`src/rtl/shift_counter_param.sv`:
```
// shift_counter_param: WIDTH-bit ring/Johnson shift counter with terminal-count pulse and illegal-state flag; SHIFT_COUNTER_SELF_CORRECT_EN enables one-step recovery from illegal states
module shift_counter_param #(
  parameter int WIDTH = 4
) (
  input  logic             clk,
  input  logic             clr,
  input  logic             preset,
  input  logic             load,
  input  logic [WIDTH-1:0] d,
  input  logic             en,
  input  logic             mode,
  input  logic             dir,
  output logic [WIDTH-1:0] q,
  output logic             tc,
  output logic             err
);
  localparam logic [WIDTH-1:0] seed = WIDTH'(1);
  logic [WIDTH-1:0] home, shift, step;
  logic [WIDTH-2:0] edges;
  logic fix;
  always_comb begin
    home = mode ? '0 : seed;
    edges = q[WIDTH-1:1] ^ q[WIDTH-2:0];
    err = mode ? |(edges & (edges - (WIDTH-1)'(1))) : (q == '0) || |(q & (q - seed));
    shift = mode ? (dir ? {~q[0], q[WIDTH-1:1]} : {q[WIDTH-2:0], ~q[WIDTH-1]})
                 : (dir ? {q[0], q[WIDTH-1:1]} : {q[WIDTH-2:0], q[WIDTH-1]});
`ifdef SHIFT_COUNTER_SELF_CORRECT_EN
    fix = err;
`else
    fix = 1'b0;
`endif
    step = fix ? home : shift;
  end
  always_ff @(posedge clk) begin
    if (!clr) begin
      q <= '0;
      tc <= 1'b0;
    end else if (load) begin
      q <= d;
      tc <= 1'b0;
    end else if (preset) begin
      q <= seed;
      tc <= 1'b0;
    end else if (en) begin
      q <= step;
      tc <= !fix && step == home;
    end else begin
      tc <= 1'b0;
    end
  end
endmodule

```
`config.mk`:
```
export PLATFORM = sky130hd
export DESIGN_NAME = shift_counter_param
export DESIGN_NICKNAME = d
export VERILOG_FILES = /design/src/rtl/shift_counter_param.sv
export SDC_FILE = /design/constraint.sdc
export NUM_CORES = 1
export LEC_CHECK = 0
export CORE_AREA = 10 10 47 49
export DETAILED_ROUTE_END_ITERATION = 8
export DIE_AREA = 0 0 57 59
export PLACE_DENSITY = 0.66
export SLEW_MARGIN = 20
export SYNTH_ARGS = -nofsm -noshare
export SYNTH_HDL_FRONTEND = slang
export SYNTH_SLANG_ARGS = --single-unit
```
`constraint.sdc`:
```
create_clock -name clk -period 2.5 [get_ports clk]
set_input_delay 0.5 -clock clk [delete_from_list [all_inputs] [get_ports clk]]
set_output_delay 0.5 -clock clk [all_outputs]
set_load 0.01 [all_outputs]
```
**Word-level counts from Yosys, hierarchy flattened**

Cells that the tools add are included.

- $add $sub $neg: 2
- Equality and inequality tests: 1
- Multiplexer cells: 8
- Bitwise logic cells: 7
- Reduce and logical (&&, ||, !) cells: 6

Operator list:

| operator | number |
|---|---|
| $mux W4 | 6 |
| $reduce_or A4 Y1 | 2 |
| $and A4 B4 Y4 | 1 |
| $eq A4 B1 Y1 | 1 |
| $logic_not A4 Y1 | 1 |
| $not A1 Y1 | 4 |
| $sub A4 B1 Y4 const B | 1 |
| $and A3 B3 Y3 | 1 |
| $reduce_bool A3 Y1 | 1 |
| $reduce_or A3 Y1 | 1 |
| $sub A3 B1 Y3 const B | 1 |
| $xor A3 B3 Y3 | 1 |
| $mux W1 | 2 |
| $logic_or A1 B1 Y1 | 1 |

- Flip-flop bits (word level): 5
- Output and inout bits: 6
- Word-level logic and storage cells: 26

**Depth between registers and ports, before layout**

- Word-level depth: 6
- Depth in mapped cells: 6
- Mapped depth without buffers: 5

**Worst setup path before layout**

No wires, ideal clock.

- Path kind: register -> output
- From: register q[1]
- To: output port err
- Data arrival time: 1.497 ns
- Data required time: 2.000 ns
- Path slack: 0.503 ns
- Cell stages (with the launch flop): 6
- Buffers on the path: 0
- Path through: dfxtp_1 inv_1 ha_1 mux2_2 a2111oi_0 a31oi_1

- Longest elaborated chain between the ends: 5
- Elaborated cells on any way between the ends: 10
- Those cells by class: add/sub (2); mux (1); bitwise (3); reduce/logical (4)

Ends and longest elaborated chain:

| item | line | text |
|---|---|---|
| start, declared | 13 | `output logic [WIDTH-1:0] q,` |
| start signal, assigned | 45 | `q <= step;` |
| $sub A4 B1 Y4 / $xor A3 B3 Y3 (equally long branches) | 24, 23 |  |
| $and A4 B4 Y4 / $sub A3 B1 Y3 (equally long branches) | 24 | `err = mode ? \|(edges & (edges - (WIDTH-1)'(1))) : (q == '0) \|\| \|(q & (q - seed));` |
| $reduce_or A4 Y1 / $and A3 B3 Y3 (equally long branches) | 24 |  |
| $logic_or A1 B1 Y1 / $reduce_or A3 Y1 (equally long branches) | 24 |  |
| $mux W1 * | 24 |  |
| end, declared | 15 | `output logic err` |

Mark *: on every way between the ends. The rest lies on a longest branch, timed or not.

**Worst setup path after layout**

Ends and elaborated chain as after synthesis.

==> results by stage <==
Floorplan:
- During I/O placement, the number of pins put on the boundary was 17.
- The die extent in x is 57 µm.
- The overall die area is 3360 µm².
- The core region is 1400 µm².
- Measured along the y axis, the die boundary spans 59 µm.
- The initial standard-cell utilization of the core is 31.6%.
- In this run the core area contains 14 standard-cell rows.

STA:
- The post-route minimum period is 2.33 ns.
- The final number of max-transition violations is 0.
- The post-route clock period utilization is 93.1%.
- The setup slack after layout is 0.172 ns.
- Setup repair after global routing left no endpoint under its margin.
- The worst max-slew margin expressed relative to the limit is 78.1%.
- For the pin with the worst max-slew slack, the measured transition is 0.327 ns.
- The total count of hold-check failures in the final report came to 0.
- Clock skew on the completed layout was measured at 0.00272 ns.
- The sum of negative setup slack is 0 ns.
- The number of setup violations in the final report is 0.
- The achievable clock frequency is 430 MHz.

Logic synthesis:
- Among all flip-flop cells after synthesis, the most frequent one is dfxtp_1.
- The top cell type by total area after synthesis is dfxtp_1.
- Dividing the synthesized area by the synthesized cell count gives 8.05 µm².
- In the synthesized netlist, the number of instances is 55.
- The top cell type by area accounts for 22.6% of the synthesized area.
- Counting every net in the synthesized netlist gives 71.
- By area the synthesized netlist is led by dfxtp_1 (23%), ha_1 (14%), inv_1 (5.1%), mux2i_1 (4.5%), a31oi_1 (4.2%).
- The number of unique standard cell types used by synthesis is 27.
- The post-synthesis instance area is 443 µm².
- The share of flip-flops with an asynchronous set or reset after synthesis is 0%.
- The share of synthesized area occupied by flip-flops and latches is 22.6%.
- The Yosys step of the flow raised 0 warnings.
- Counting flops with a built-in enable in the synthesized netlist gives 0.
- In this run, synthesis produced a sequential element count of 5.

Clock tree:
- After clock tree synthesis, the setup repair step added 0 buffers.
- The TritonCTS clock tree is done.
- After clock tree synthesis, the clock-pin slew on the worst setup and hold paths is 0.05 ns.
- The number of CTS-inserted buffers is 3.
- The CTS root buffer is clkbuf_4.
- The number of hold buffers added after CTS was 0.
- The number of levels in the clock H-tree is 1.
- The maximum number of buffers from clock root to sink is 2.
- The number of clock sinks is 5.
- Clock latency on the worst-skew pair, taken at its later pin, is 0.25 ns.

Status:
- The flow ran to the end, and the final reports show no timing, DRC or antenna violations.

Place:
- The number of port buffers is 16.
- The setup slack after placement is 0.0957 ns.
- Routability-driven placement finished with a final weighted congestion of 0.790.
- The number of cells after detailed placement is 89.
- The HPWL after detailed placement is 1000 µm.
- The total cell area at the placement stage is 639 µm².

Global route:
- The wire length of the first global-routing pass is 2040 µm.
- The number of global-route vias before repair is 474.
- The initial antenna violation count is 0.
- The overall track demand over capacity in global routing is 7.84%.
- Summed over all layers, the global routing overflow is 0.
- The largest net degree at the start of global routing is 11.

Setup path:
- The type of the worst setup path is reg2out.
- The nature of the critical path endpoint is an output pin.
- In this run the worst path has a maximum fanout of 4.
- The sort of element at the start of the critical path is a flop.
- The worst register-to-register path has a depth of 4.
- STA puts the critical path data required time at 2.00 ns.
- The data arrival time at the worst-slack endpoint is 1.83 ns.

Finish:
- Compared with the post-synthesis result, the final layout area differs by 51.4%.
- In the final layout, the share of cells above drive strength 1 is 16.9%.
- The final instance count without filler cells is 93.
- The number of antenna diodes in the final layout is 0.
- The cell area after layout is 671 µm².
- The final-stage net count is 94.
- The fill cell instance count of the final layout is 148.

Power:
- The areal power density over the cells is 419 nW/µm².
- IR analysis of the VDD net gives a maximum drop of 0.249 mV.
- The static power due to leakage is 0.297 nW.
- Summing internal, switching and leakage power gives 0.281 mW.

Routing:
- The via count of the routed design is 472.
- The first routing iteration left 2 violations.
- The antenna violation net count after detailed routing is 0.
- After detailed routing, the average wire length per cell comes to 13.2 µm.
- Dividing the detail-routed via count by the number of cells gives 5.08.
- The total wirelength of the detailed-routed design is 1230 µm.
- The count of unresolved DRC violations after routing is 0.
- The first-pass detailed-route iteration total is 4.

Run:
- The max-capacitance violation count is 0.

Min path:
- The worst hold-check path type is reg2reg.
- The instance count along the most critical hold path is 3.
==> power breakdown <==
| part | total [mW] | internal (mW) | leakage, nW | switching (mW) |
|---|---|---|---|---|
| Clock | 0.0978 | 0.0606 | 0.0150 | 0.0372 |
| Sequential | 0.0866 | 0.0843 | 0.0412 | 0.00227 |
| Combinational | 0.0968 | 0.0524 | 0.241 | 0.0443 |
==> timing repair <==
item	CTS	global route
setup endpoints to repair	1	1
endpoints found under the hold margin	0	0
gates resized for setup	3	1
==> kinds of logic (layout without fill, tap and decap cells) <==
family / Yosys count / count (layout) / synth area share [%]
mux: 3 / 3 / 7.06
xor+xnor: 2 / 2 / 3.96
flops: 5 / 5 / 22.6
fa+ha+maj: 5 / 5 / 14.1
buf+inv: 9 / 31 / 9.88
simple gates: 15 / 15 / 15.5
compound gates: 16 / 16 / 26.8
==> placed cells by master, fill, tap and decap left out <==
cell type / netlist / routed
clkdlybuf4s50_1: 0 / 15
inv_1: 6 / 5
ha_1: 5 / 5
buf_4: 0 / 5
dfxtp_1: 5 / 5
nand2_1: 4 / 4
nor2_1: 4 / 4
o21ai_0: 3 / 3
a31oi_1: 3 / 3
clkbuf_4: 0 / 3
mux2i_1: 2 / 2
xor2_1: 2 / 2
nand3_1: 2 / 2
nor3_1: 2 / 2
and3_1: 2 / 2
inv_2: 0 / 1
a21bo_2: 1 / 1
mux2_2: 1 / 1
a2111oi_2: 0 / 1
a2111o_1: 1 / 1
a21boi_1: 1 / 1
o2bb2ai_1: 1 / 1
o211ai_1: 1 / 1
nor4_1: 1 / 1
o311a_1: 1 / 1
a21oi_1: 1 / 1
a31o_2: 1 / 1
o21a_1: 1 / 1
clkbuf_1: 0 / 1
dlygate4sd2_1: 0 / 1
==> stage by stage <==
stage | hold WS, ns | util, %
5_1_grt | 0.688 | 47.9
4_1_cts | 0.635 | 47.9
3_3_place_gp | 0.625 | 45.6
3_5_place_dp | 0.628 | 45.6
6_report | 0.635 | 47.9
2_1_floorplan | 0.630 | -
==> sequential cells by signal (all words and copies together) (netlist names) <==
signal / flops
q: 4
tc: 1
==> per-layer routing <==
metal	global-route usage [%]	part of all wire, %
met3	4.08	8.6
met5	0	0
met2	11.3	45
met4	6.04	0.90
met1	8.48	46
==> layout make-up <==
cell class | instances | area, µm² | area share (%)
Clock buffer | 4 | 26.3 | 3.92
Inverter | 6 | 22.5 | 3.36
Timing Repair Buffer | 21 | 196 | 29.3
Multi-Input combinational cell | 41 | 305 | 45.5
Tap cell | 16 | 20.0 | 2.99
Sequential cell | 5 | 100 | 14.9
==> cells in the mapped netlist (all sizes together) (2+ instances only) <==
master / instances
inv: 6
dfxtp: 5
ha: 5
nand2: 4
nor2: 4
a31oi: 3
o21ai: 3
and3: 2
buf: 2
mux2i: 2
nand3: 2
nor3: 2
xor2: 2
==> worst max-delay path, cell delays in order (launching register included) <==
cell and delay, ns:
dfxtp_1 0.32, inv_2 0.08, ha_1 0.15, mux2_2 0.34, a2111oi_2 0.34, a31oi_1 0.06
dlygate4sd2_1 0.29
==> final timing paths <==
check             slack [ns]  startpoint  endpoint
hold reg to reg         0.64        q[0]      q[0]
setup reg to reg        1.33        q[1]      q[2]
setup / recovery        0.17        q[1]       err
hold / removal          0.64        q[0]      q[0]
Power figures use the tool's default switching activity.
